### src/rtl/mem_port_arbiter.sv
// -----------------------------------------------------------------------------
// mem_port_arbiter
//
// Shares one single-ported memory between the fetch stage (instruction reads)
// and the memory stage (data loads/stores) of the 5-stage RV32I pipeline.
// At most one transaction is outstanding. It occupies the memory port for
// MEM_LATENCY cycles, and its read data is returned to the owner with a done
// pulse. Data accesses win contention by default. After STARVE_LIMIT
// consecutive fetch losses, fetch is forced through. STARVE_LIMIT = 0
// disables this guard.
//
// Ports
//   clock, reset          rising-edge clock, asynchronous active-low reset
//   if_req/if_addr        fetch read request (held until if_done)
//   if_gnt/if_done        one-cycle pulses: fetch accepted / fetch complete
//   if_rdata              fetch read data, valid while if_done
//   dm_req/addr/we/wdata/size  data request (held until dm_done)
//   dm_gnt/dm_done        one-cycle pulses: data accepted / data complete
//   dm_rdata              load data, valid while dm_done
//   mem_valid, mem_address, mem_read_write, mem_data_in, mem_access_size
//                         memory port, driven from the transaction latches
//   mem_data_out          memory read data
//   stall_f, stall_m      per-stage stalls (request pending and not done)
// -----------------------------------------------------------------------------
module mem_port_arbiter #(
    parameter int MEM_LATENCY  = 2,
    parameter int STARVE_LIMIT = 4
) (
    input  logic        clock,
    input  logic        reset,
    input  logic        if_req,
    input  logic [31:0] if_addr,
    output logic        if_gnt,
    output logic        if_done,
    output logic [31:0] if_rdata,
    input  logic        dm_req,
    input  logic [31:0] dm_addr,
    input  logic        dm_we,
    input  logic [31:0] dm_wdata,
    input  logic [1:0]  dm_size,
    output logic        dm_gnt,
    output logic        dm_done,
    output logic [31:0] dm_rdata,
    output logic        mem_valid,
    output logic [31:0] mem_address,
    output logic        mem_read_write,
    output logic [31:0] mem_data_in,
    output logic [1:0]  mem_access_size,
    input  logic [31:0] mem_data_out,
    output logic        stall_f,
    output logic        stall_m
);

    localparam int LAT_W = $clog2(MEM_LATENCY + 1);
    localparam int STV_W = (STARVE_LIMIT < 1) ? 1 : $clog2(STARVE_LIMIT + 1);

    typedef enum logic [1:0] {
        IDLE    = 2'd0,
        BUSY_IF = 2'd1,
        BUSY_DM = 2'd2
    } state_t;

    state_t             state_reg;
    logic [LAT_W-1:0]   lat_cnt_reg;
    logic [STV_W-1:0]   starve_cnt_reg;
    logic [31:0]        addr_reg;
    logic               we_reg;
    logic [31:0]        wdata_reg;
    logic [1:0]         size_reg;
    logic               mem_valid_reg;
    logic               if_gnt_reg;
    logic               dm_gnt_reg;
    logic               if_done_reg;
    logic               dm_done_reg;
    logic [31:0]        if_rdata_reg;
    logic [31:0]        dm_rdata_reg;

    // Fetch takes priority only once it has lost STARVE_LIMIT times in a row.
    logic fetch_priority;
    logic starve_at_limit;

    assign starve_at_limit = (starve_cnt_reg == STV_W'(STARVE_LIMIT));
    assign fetch_priority  = (STARVE_LIMIT != 0) && starve_at_limit;

    always_ff @(posedge clock or negedge reset) begin
        if (!reset) begin
            state_reg      <= IDLE;
            lat_cnt_reg    <= '0;
            starve_cnt_reg <= '0;
            addr_reg       <= '0;
            we_reg         <= 1'b0;
            wdata_reg      <= '0;
            size_reg       <= '0;
            mem_valid_reg  <= 1'b0;
            if_gnt_reg     <= 1'b0;
            dm_gnt_reg     <= 1'b0;
            if_done_reg    <= 1'b0;
            dm_done_reg    <= 1'b0;
            if_rdata_reg   <= '0;
            dm_rdata_reg   <= '0;
        end else begin
            // Grant and done are single-cycle pulses.
            if_gnt_reg  <= 1'b0;
            dm_gnt_reg  <= 1'b0;
            if_done_reg <= 1'b0;
            dm_done_reg <= 1'b0;

            case (state_reg)
                IDLE: begin
                    if (dm_req && !(if_req && fetch_priority)) begin
                        state_reg     <= BUSY_DM;
                        lat_cnt_reg   <= LAT_W'(MEM_LATENCY);
                        addr_reg      <= dm_addr;
                        we_reg        <= dm_we;
                        wdata_reg     <= dm_wdata;
                        size_reg      <= dm_size;
                        mem_valid_reg <= 1'b1;
                        dm_gnt_reg    <= 1'b1;
                        // A fetch that lost the contention counts towards
                        // starvation; saturate at the limit.
                        if (if_req && !starve_at_limit) begin
                            starve_cnt_reg <= starve_cnt_reg + 1'b1;
                        end
                    end else if (if_req) begin
                        state_reg      <= BUSY_IF;
                        lat_cnt_reg    <= LAT_W'(MEM_LATENCY);
                        addr_reg       <= if_addr;
                        we_reg         <= 1'b0;
                        wdata_reg      <= '0;
                        size_reg       <= 2'd2;
                        mem_valid_reg  <= 1'b1;
                        if_gnt_reg     <= 1'b1;
                        starve_cnt_reg <= '0;
                    end
                end

                BUSY_IF, BUSY_DM: begin
                    // Requests are ignored here; the transaction always runs
                    // to completion once accepted.
                    if (lat_cnt_reg == LAT_W'(1)) begin
                        state_reg     <= IDLE;
                        lat_cnt_reg   <= '0;
                        mem_valid_reg <= 1'b0;
                        if (state_reg == BUSY_IF) begin
                            if_rdata_reg <= mem_data_out;
                            if_done_reg  <= 1'b1;
                        end else begin
                            dm_rdata_reg <= mem_data_out;
                            dm_done_reg  <= 1'b1;
                        end
                    end else begin
                        lat_cnt_reg <= lat_cnt_reg - 1'b1;
                    end
                end

                default: begin
                    state_reg     <= IDLE;
                    lat_cnt_reg   <= '0;
                    mem_valid_reg <= 1'b0;
                end
            endcase
        end
    end

    assign if_gnt          = if_gnt_reg;
    assign if_done         = if_done_reg;
    assign if_rdata        = if_rdata_reg;
    assign dm_gnt          = dm_gnt_reg;
    assign dm_done         = dm_done_reg;
    assign dm_rdata        = dm_rdata_reg;
    assign mem_valid       = mem_valid_reg;
    assign mem_address     = addr_reg;
    assign mem_read_write  = we_reg;
    assign mem_data_in     = wdata_reg;
    assign mem_access_size = size_reg;

    // The pipeline stalls from the request cycle up to, but not including,
    // the done cycle.
    assign stall_f = if_req & ~if_done_reg;
    assign stall_m = dm_req & ~dm_done_reg;

endmodule
### config.mk
export PLATFORM = sky130hd
export DESIGN_NAME = mem_port_arbiter
export DESIGN_NICKNAME = d
export VERILOG_FILES = /design/src/rtl/mem_port_arbiter.sv
export SDC_FILE = /design/constraint.sdc
export NUM_CORES = 1
export LEC_CHECK = 0
export BUFFER_PORTS_ARGS = -buffer_cell sky130_fd_sc_hd__buf_2
export CAP_MARGIN = 0
export CORE_MARGIN = 3
export CORE_UTILIZATION = 47
export CTS_CLUSTER_SIZE = 25
export DETAILED_ROUTE_END_ITERATION = 10
export PLACE_DENSITY = 0.86
export SLEW_MARGIN = 20
export SYNTH_ARGS = -nofsm -noshare
export SYNTH_HDL_FRONTEND = slang
export SYNTH_SLANG_ARGS = --single-unit
### constraint.sdc
create_clock -name clock -period 1.98 [get_ports clock]
set_clock_uncertainty 0.2 [all_clocks]
set_input_delay 0.297 -clock clock [delete_from_list [all_inputs] [get_ports clock]]
set_output_delay 0.297 -clock clock [all_outputs]
set_load 0.01 [all_outputs]
==> results of run 1 <==
-- worst paths after layout --
check	startpoint	to	slack, ns
worst max-delay path	starve_cnt_reg[0]	mem_address[7]	0.13
worst min-delay path	dm_req	starve_cnt_reg[0]	0.04
worst max register to register	starve_cnt_reg[0]	mem_address[7]	0.13
worst min register to register	mem_valid	mem_valid	0.28
max in group asynchronous	reset	if_rdata[15]	0.78
min in group asynchronous	reset	dm_rdata[24]	0.21
-- area by class of cell --
cell class,count,share of cell area
clock inverter,11,0.0195
inverter,8,0.00310
clock buffer,19,0.0467
timing repair buffer,425,0.303
sequential,143,0.369
tap,172,0.0222
multi-input combinational,337,0.237
-- cell families (layout without fill, tap and decap cells) --
| logic type | Yosys count | in the layout | synth area share |
|---|---|---|---|
| flip-flops | 143 | 143 | 0.585 |
| buffers and inverters | 47 | 463 | 0.0407 |
| multiplexers | 65 | 65 | 0.120 |
| AO/OA/AOI/OAI | 80 | 80 | 0.106 |
| adder cells (fa/ha/maj) | 7 | 7 | 0.0143 |
| AND/OR/NAND/NOR | 185 | 185 | 0.135 |
-- critical path: stages, from the launching register on --
cell and delay [ns]:
dfrtp_1 0.40, inv_1 0.11, ha_1 0.22, nand3_4 0.08, and2_2 0.32, buf_12 0.21
o211ai_2 0.22
-- power groups by stage --
| stage | Combinational [mW] | Sequential, mW | Clock, mW |
|---|---|---|---|
| 2_1_floorplan | 2.40 | 5.70 | 0 |
| 3_3_place_gp | 5.19 | 5.03 | 0 |
| 3_5_place_dp | 5.37 | 5.08 | 0 |
| 4_1_cts | 5.57 | 5.06 | 3.52 |
| 5_1_grt | 6.18 | 5.27 | 3.69 |
| 6_report | 5.73 | 5.13 | 3.50 |
-- per-layer routing --
layer	global-route usage	vias to the layer above
met5	0	-
met4	0.157	0
met3	0.0707	89
met2	0.505	321
met1	0.310	2865
li1	-	2631
-- cells in the mapped netlist --
cell	count	area share
a22o_1	3	0.0043
and3_1	1	0.0010
o21ai_0	1	0.00082
nand3_1	2	0.0016
mux2_1	65	0.12
buf_1	2	0.0012
dfrtp_1	143	0.59
nor2b_1	2	0.0020
clkbuf_1	11	0.0068
o211ai_1	4	0.0049
buf_6	4	0.0074
o21a_1	1	0.0012
o21ai_1	36	0.029
a21o_1	2	0.0025
buf_4	6	0.0074
a21oi_1	3	0.0025
nand4_1	32	0.033
nor4b_1	1	0.0014
buf_2	16	0.013
nor2_1	3	0.0018
inv_1	8	0.0049
nand2_1	139	0.085
nand3_4	1	0.0029
ha_1	7	0.014
nor3b_1	1	0.0012
o31ai_1	1	0.0012
o21ai_2	1	0.0014
and2_1	1	0.0010
o211ai_2	28	0.057
nor3b_2	1	0.0020
nand4b_1	1	0.0014
-- through the flow --
| stage | total power [mW] | setup slack, ns |
|---|---|---|
| floorplan | 8.09 | 0.339 |
| global placement | 10.2 | 0.250 |
| detailed placement | 10.4 | 0.187 |
| CTS | 14.2 | 0.161 |
| global route | 15.1 | 0.0580 |
| finish | 14.4 | 0.130 |
-- timing repair --
action                                 CTS  global route
setup endpoints to repair                0             4
hold buffers                           131             0
endpoints found under the hold margin  175             0
gates resized for setup                  0             2
==> metrics.md, run 1 <==
| Metric | Value |
|---|---|
| CP Capture Type | `flip-flop` |
| Clock power share | `0.244` |
| Global Route Usage Sum | `0.285` |
| Routed length per instance | `18.4 um` |
| Area Overhead vs Synth | `58.6%` |
| RSZ-0062 raised after global routing | `no` |
| Status | `completed` |
| Critical Path AT | `1.97 ns` |
| Net Count, Synth | `669` |
| Sequential area share after synthesis | `0.585` |
| Fmax achieved | `0.540 GHz` |
| Min-Delay Path Class | `in -> reg` |
| Core area | `12700 um^2` |
| DR iter-0 viols | `433` |
| Vias/cell | `5.30` |
| Layout cells sized above 1 | `0.380` |
| P_sw | `5.27 mW` |
| H-Tree Level Count | `4` |
| Initial antenna violation count | `0` |
| Final Hold Slack | `0.0399 ns` |
| Sequential share of power | `0.357` |
| Routed Antenna Nets | `0` |
| Syn Inst Count | `527` |
| Yosys reg bits | `143` |
| # fillers | `753` |
| Largest net degree at the start of global routing | `55` |
| Internal | `9.09 mW` |
| Max Buffers Root-to-Sink | `2` |
| Final #Nets | `1074` |
| Most frequent cells in the layout | `271 x buf_2, 143 x dfrtp_1, 139 x nand2_1` |
| GR Overflow Total | `0` |
| Final instance area | `9700 um^2` |
| DRC violation count after routing | `0` |
| Fin cells | `1115` |
| CTS sink count | `143` |
| Diode count | `0` |
| Initial core utilization | `0.483` |
| Worst-skew pair later-pin latency | `0.41 ns` |
| Most common cell after layout, fill and taps aside | `buf_2` |
| CTS root buffer | `clkbuf_16` |
| Final worst-path cycle share | `0.934` |
| Crit Path Max Fanout | `16` |
| Total negative slack | `0 ns` |
| Crit path launch type | `flip-flop` |
| Synth cell types | `31` |
| I/O pin cnt | `273` |
| Metal3 WL | `1340 um` |
| Slew Limit Fails | `0` |
| DRT met1 WL | `7360 um` |
| Leak Pwr | `4.79 nW` |
| Chip width | `120 um` |
| CP required | `2.10 ns` |
| Final WL | `20600 um` |
| Routed wl met2 | `10900 um` |
| TritonRoute pass-1 iters | `5` |
| CTS Buf Count | `17` |
| Seq. cell area | `3580 um^2` |
| RePlAce Congestion | `0.843` |
| Max-Cap Viols | `0` |
| Post-CTS Setup Bufs | `0` |
| Die Y | `120 um` |
| Yosys warning count | `0` |
| Site row count | `41` |
| Area of the multi-input gates | `2300 um^2` |
| Reg2Reg Depth | `6` |
| Syn Area/Cell | `11.6 um^2` |
| Final Hold Fails | `0` |
| PwrDens | `1480 nW/um^2` |
| Top Metal Used | `met4` |
| IO buf count | `272` |
| Final setup vio count | `0` |
| Post-DP HPWL | `11500 um` |
| Slew margin rel. | `0.671` |
| DIE AREA | `14400 um^2` |
| Mapped Area | `6120 um^2` |
| Worst Hold Depth | `3` |
| Cells after DPL | `954` |
| TritonCTS clock tree | `yes` |
| Vias in the first global route | `6219` |
| Clock period minus worst slack | `1.85 ns` |
| Sw Share | `0.367` |
| Global-route wire length before repair | `32000 um` |
| Slew @ Worst Pin | `0.493 ns` |
| Comb pwr share | `0.399` |
| Clock slew seen by the registers of the worst setup and hold paths | `0.06 ns` |
| Worst setup path class | `reg -> reg` |
| Worst vdd ir | `0.773 mV` |
| Post-Route Utilization | `0.766` |
| Total number of vias | `5906` |
| Post-placement cell area | `7740 um^2` |
Power figures use the tool's default switching activity.
==> inputs of run 2 (changes only) <==
Settings changed: CORE_UTILIZATION 47 to 40, PLACE_DENSITY 0.86 to 0.76, RECOVER_POWER from default to 100.
==> metrics.md, run 2 (synthesis gave the netlist of run 1 again) <==
| Metric | Value |
|---|---|
| Max Buffers Root-to-Sink | `2` |
| Final worst-path cycle share | `0.962` |
| Layout cells sized above 1 | `0.208` |
| RSZ-0062 raised after global routing | `no` |
| Reg2Reg Depth | `6` |
| Post-placement cell area | `7750 um^2` |
| I/O pin cnt | `273` |
| Vias in the first global route | `6251` |
| Global Route Usage Sum | `0.232` |
| Worst hold start | `dm_req` |
| Initial core utilization | `0.415` |
| Total number of vias | `5832` |
| DRC violation count after routing | `0` |
| Clock power share | `0.256` |
| CTS root buffer | `clkbuf_16` |
| FF-to-FF Start | `starve_cnt_reg[0]` |
| Global-route wire length before repair | `30300 um` |
| Status | `completed` |
| Critical Path AT | `1.99 ns` |
| Slew Limit Fails | `0` |
| Initial antenna violation count | `1` |
| Crit path launch type | `flip-flop` |
| DIE AREA | `16800 um^2` |
| Sw Share | `0.379` |
| Slowest cell on crit path | `and2_2` |
| Fmax achieved | `0.525 GHz` |
| Most frequent cells in the layout | `143 x dfrtp_1, 139 x nand2_1, 137 x clkbuf_1` |
| Slew @ Worst Pin | `1.14 ns` |
| Site row count | `44` |
| Max-Cap Viols | `0` |
| Core area | `14800 um^2` |
| CTS Buf Count | `17` |
| Largest net degree at the start of global routing | `64` |
| DR iter-0 viols | `307` |
| Final Hold Fails | `0` |
| Post-DP HPWL | `11600 um` |
| GR Overflow Total | `0` |
| IO buf count | `272` |
| RePlAce Congestion | `0.788` |
| Worst setup path class | `reg -> reg` |
| H-Tree Level Count | `4` |
| CP required | `2.06 ns` |
| Crit Path Max Fanout | `16` |
| TritonRoute pass-1 iters | `5` |
| Worst Hold Depth | `3` |
| Comb pwr share | `0.368` |
| Worst vdd ir | `1.01 mV` |
| CTS sink count | `143` |
| CP Capture Type | `flip-flop` |
| Min-Delay Path Class | `in -> reg` |
| Routed length per instance | `17.7 um` |
| Chip width | `130 um` |
| Buffers & Inverters on Critical Path | `2` |
| Cell Chain, Critical Path | `inv_1 -> ha_1 -> nand3_4 -> and2_2 -> clkbuf_2 -> o211ai_1` |
| Area Overhead vs Synth | `53.3%` |
| Post-Route Utilization | `0.636` |
| Worst R2R Setup Slack | `0.07 ns` |
| Die Y | `130 um` |
| Worst r2r dst | `mem_address[1]` |
| Clock slew seen by the registers of the worst setup and hold paths | `0.06 ns` |
| TritonCTS clock tree | `yes` |
| Slew margin rel. | `0.240` |
| Vias/cell | `5.17` |
| Worst Hold Path EP | `starve_cnt_reg[0]` |
| Leak Pwr | `4.23 nW` |
| P_sw | `5.16 mW` |
| Clock period minus worst slack | `1.91 ns` |
| Routed Antenna Nets | `0` |
| Total negative slack | `0 ns` |
| Worst-skew pair later-pin latency | `0.42 ns` |
| Final setup vio count | `0` |
| Most common cell after layout, fill and taps aside | `dfrtp_1` |
| CP peak stage delay | `0.40 ns` |
| Final #Nets | `1071` |
| Final WL | `19900 um` |
| PwrDens | `1450 nW/um^2` |
| Critical path's top delay family | `simple AND/OR/NAND/NOR gates` |
| Final instance area | `9380 um^2` |
| Internal | `8.46 mW` |
| Sequential share of power | `0.375` |
run 2: area by class of cell:
cell class,count,area (um^2)
clock inverters,14,204
fillers,1194,5380
clock buffers,18,439
repair buffers,422,2710
flip-flops and latches,143,3580
multi-input cells,337,2180
diodes,1,2.50
inverters,8,30.0
well taps,184,230
run 2: worst max-delay path by stage:
stage | start | slack (ns) | cells after the start | to
final | starve_cnt_reg[0] | 0.07 | 6 | mem_address[1]
after detailed placement | state_reg[0] | 0.09 | 4 | lat_cnt_reg[0]
after floorplan | lat_cnt_reg[0] | 0.34 | 4 | if_rdata[10]
after global routing | state_reg[0] | 0.01 | 6 | mem_access_size[1]
after CTS | state_reg[0] | 0.08 | 4 | lat_cnt_reg[0]
after global placement | starve_cnt_reg[0] | 0.17 | 6 | mem_address[0]
run 2: worst min-delay path, stage by stage:
cell and delay (ns):
buf_2 0.16, nand3_1 0.10, o21ai_1 0.07
run 2: routing by layer:
metal,track usage,wire (um)
met1,0.257,7420
met2,0.399,10300
met3,0.0668,1430
met4,0.129,728
met5,0,0
run 2: through the flow:
step	cells	setup slack, ns	hold WS, ns	total power [mW]
finish	1127	0.0749	0.0468	13.6
global route	1127	0.0144	0.0298	14.5
CTS	1126	0.0826	0.000538	14.1
detailed placement	963	0.0922	0.0493	10.4
global placement	963	0.167	0.0471	10.3
floorplan	527	0.339	-0.199	8.09
run 2: repair_timing:
action | CTS | global route
endpoints found under the hold margin | 271 | 0
setup endpoints to repair | 0 | 7
gates resized for setup | 0 | 1
buffers inserted | 0 | 0
hold buffers | 131 | 0
run 2: power by group through the flow:
stage	Combinational [mW]	Clock, mW	Sequential (mW)
after floorplan	2.40	0	5.70
after global placement	5.22	0	5.04
after detailed placement	5.35	0	5.06
after CTS	5.55	3.55	5.04
after global routing	5.51	3.68	5.28
final	5.01	3.49	5.11
==> inputs of run 3 (changes only) <==
Settings changed: ABC_CLOCK_PERIOD_IN_PS from default to 1980, HOLD_SLACK_MARGIN from default to 0.1.
==> metrics.md, run 3 (synthesis gave the netlist of run 1 again) <==
| Metric | Value |
|---|---|
| Routed wl met2 | `10300 um` |
| Core area | `14800 um^2` |
| Final #Nets | `1075` |
| TritonRoute pass-1 iters | `4` |
| DRT met1 WL | `7510 um` |
| Largest net degree at the start of global routing | `64` |
| Initial core utilization | `0.415` |
| Crit Path Max Fanout | `63` |
| CTS root buffer | `clkbuf_16` |
| Slew @ Worst Pin | `1.14 ns` |
| Diode count | `0` |
| Worst R2R Setup Slack | `0.10 ns` |
| Fmax achieved | `0.523 GHz` |
| Chip width | `130 um` |
| CTS sink count | `143` |
| H-Tree Level Count | `4` |
| DIE AREA | `16800 um^2` |
| Cell Chain, Critical Path | `dlygate4sd3_1 -> buf_4 -> o21ai_4 -> buf_8 -> nand2_1 -> o21ai_0` |
| Routed length per instance | `17.5 um` |
| Final WL | `19800 um` |
| CP peak stage delay | `0.56 ns` |
| CTS Buf Count | `17` |
| Vias/cell | `5.13` |
| Vias in the first global route | `6304` |
| GR Overflow Total | `0` |
| Most frequent cells in the layout | `143 x dfrtp_1, 139 x nand2_1, 137 x clkbuf_1` |
| Total negative slack | `0 ns` |
| Top Metal Used | `met4` |
| Worst vdd ir | `1.08 mV` |
| PwrDens | `1440 nW/um^2` |
| Site row count | `44` |
| Leak Pwr | `4.25 nW` |
| CP Capture Type | `flip-flop` |
| Initial antenna violation count | `0` |
| Metal3 WL | `1380 um` |
| TritonCTS clock tree | `yes` |
| Max-Cap Viols | `0` |
| Post-Route Utilization | `0.639` |
| RSZ-0062 raised after global routing | `no` |
| Slew margin rel. | `0.239` |
| RePlAce Congestion | `0.788` |
| Worst-skew pair later-pin latency | `0.41 ns` |
| Pre-CTS setup slack | `0.0922 ns` |
| DR iter-0 viols | `396` |
| Slowest cell on crit path | `dlygate4sd3_1` |
| DRC violation count after routing | `0` |
| Clock period minus worst slack | `1.91 ns` |
| Die Y | `130 um` |
| Slew Limit Fails | `0` |
| Critical Path AT | `2.01 ns` |
| Worst setup path class | `in -> reg` |
| Max Buffers Root-to-Sink | `2` |
| Final setup vio count | `0` |
| Final worst-path cycle share | `0.965` |
| CP required | `2.08 ns` |
| Crit path launch type | `primary input` |
| Total number of vias | `5795` |
| I/O pin cnt | `273` |
| Clock slew seen by the registers of the worst setup and hold paths | `0.06 ns` |
| Min-Delay Path Class | `in -> reg` |
| PnR worst setup slack | `0.0697 ns` |
| Post-DP HPWL | `11600 um` |
| IO buf count | `272` |
| Global-route wire length before repair | `30500 um` |
| Routed Antenna Nets | `0` |
| Most common cell after layout, fill and taps aside | `dfrtp_1` |
| Layout cells sized above 1 | `0.208` |
| Post-CTS Setup Bufs | `0` |
| Global Route Usage Sum | `0.232` |
| Status | `completed` |
| Final Hold Fails | `0` |
| Area Overhead vs Synth | `54.1%` |
run 3: layer usage:
metal / vias up / global-route usage
met5: - / 0
met4: 0 / 0.121
met3: 73 / 0.0680
met2: 310 / 0.399
met1: 2774 / 0.261
li1: 2638 / -
run 3: path summary, 6_finish.rpt:
check,endpoint,startpoint,cells past startpoint
worst max-delay path,mem_data_in[20],if_req,6
worst min-delay path,mem_data_in[7],dm_req,3
worst max register to register,mem_data_in[20],state_reg[0],6
worst min register to register,mem_data_in[11],mem_data_in[11],2
max in group asynchronous,mem_read_write,reset,3
min in group asynchronous,mem_data_in[21],reset,2
run 3: area by class of cell:
type | instances | area (um^2)
repair buffers | 426 | 2760
flip-flops and latches | 143 | 3580
fillers | 1182 | 5330
clock buffers | 18 | 439
clock inverters | 14 | 204
inverters | 8 | 30.0
well taps | 184 | 230
multi-input cells | 337 | 2190
run 3: worst max-delay path, delay by kind of cell:
family	cells	cell delay (ns)
compound gates	2	0.41
simple gates	1	0.14
buf+inv	3	1.13
run 3: repair_timing:
action | in CTS | in global routing
hold endpoints to repair | 277 | 0
hold buffers | 135 | 0
gates resized for setup | 0 | 3
setup endpoints to repair | 0 | 7
run 3: where the power goes:
part           internal [mW]  leakage, nW  switching (mW)
clock network           2.17        0.305            1.31
registers               4.32         1.74           0.785
logic                   1.98         2.20            3.04
total                   8.47         4.25            5.14
run 3: per-stage QoR:
step	power [mW]	instance area (um^2)	hold WS, ns	instances
floorplan	8.09	6120	-0.199	527
global placement	10.3	7750	0.0471	963
detailed placement	10.4	7750	0.0493	963
CTS	14.1	9740	0.160	1130
global route	14.5	9420	0.237	1130
finish	13.6	9420	0.226	1130
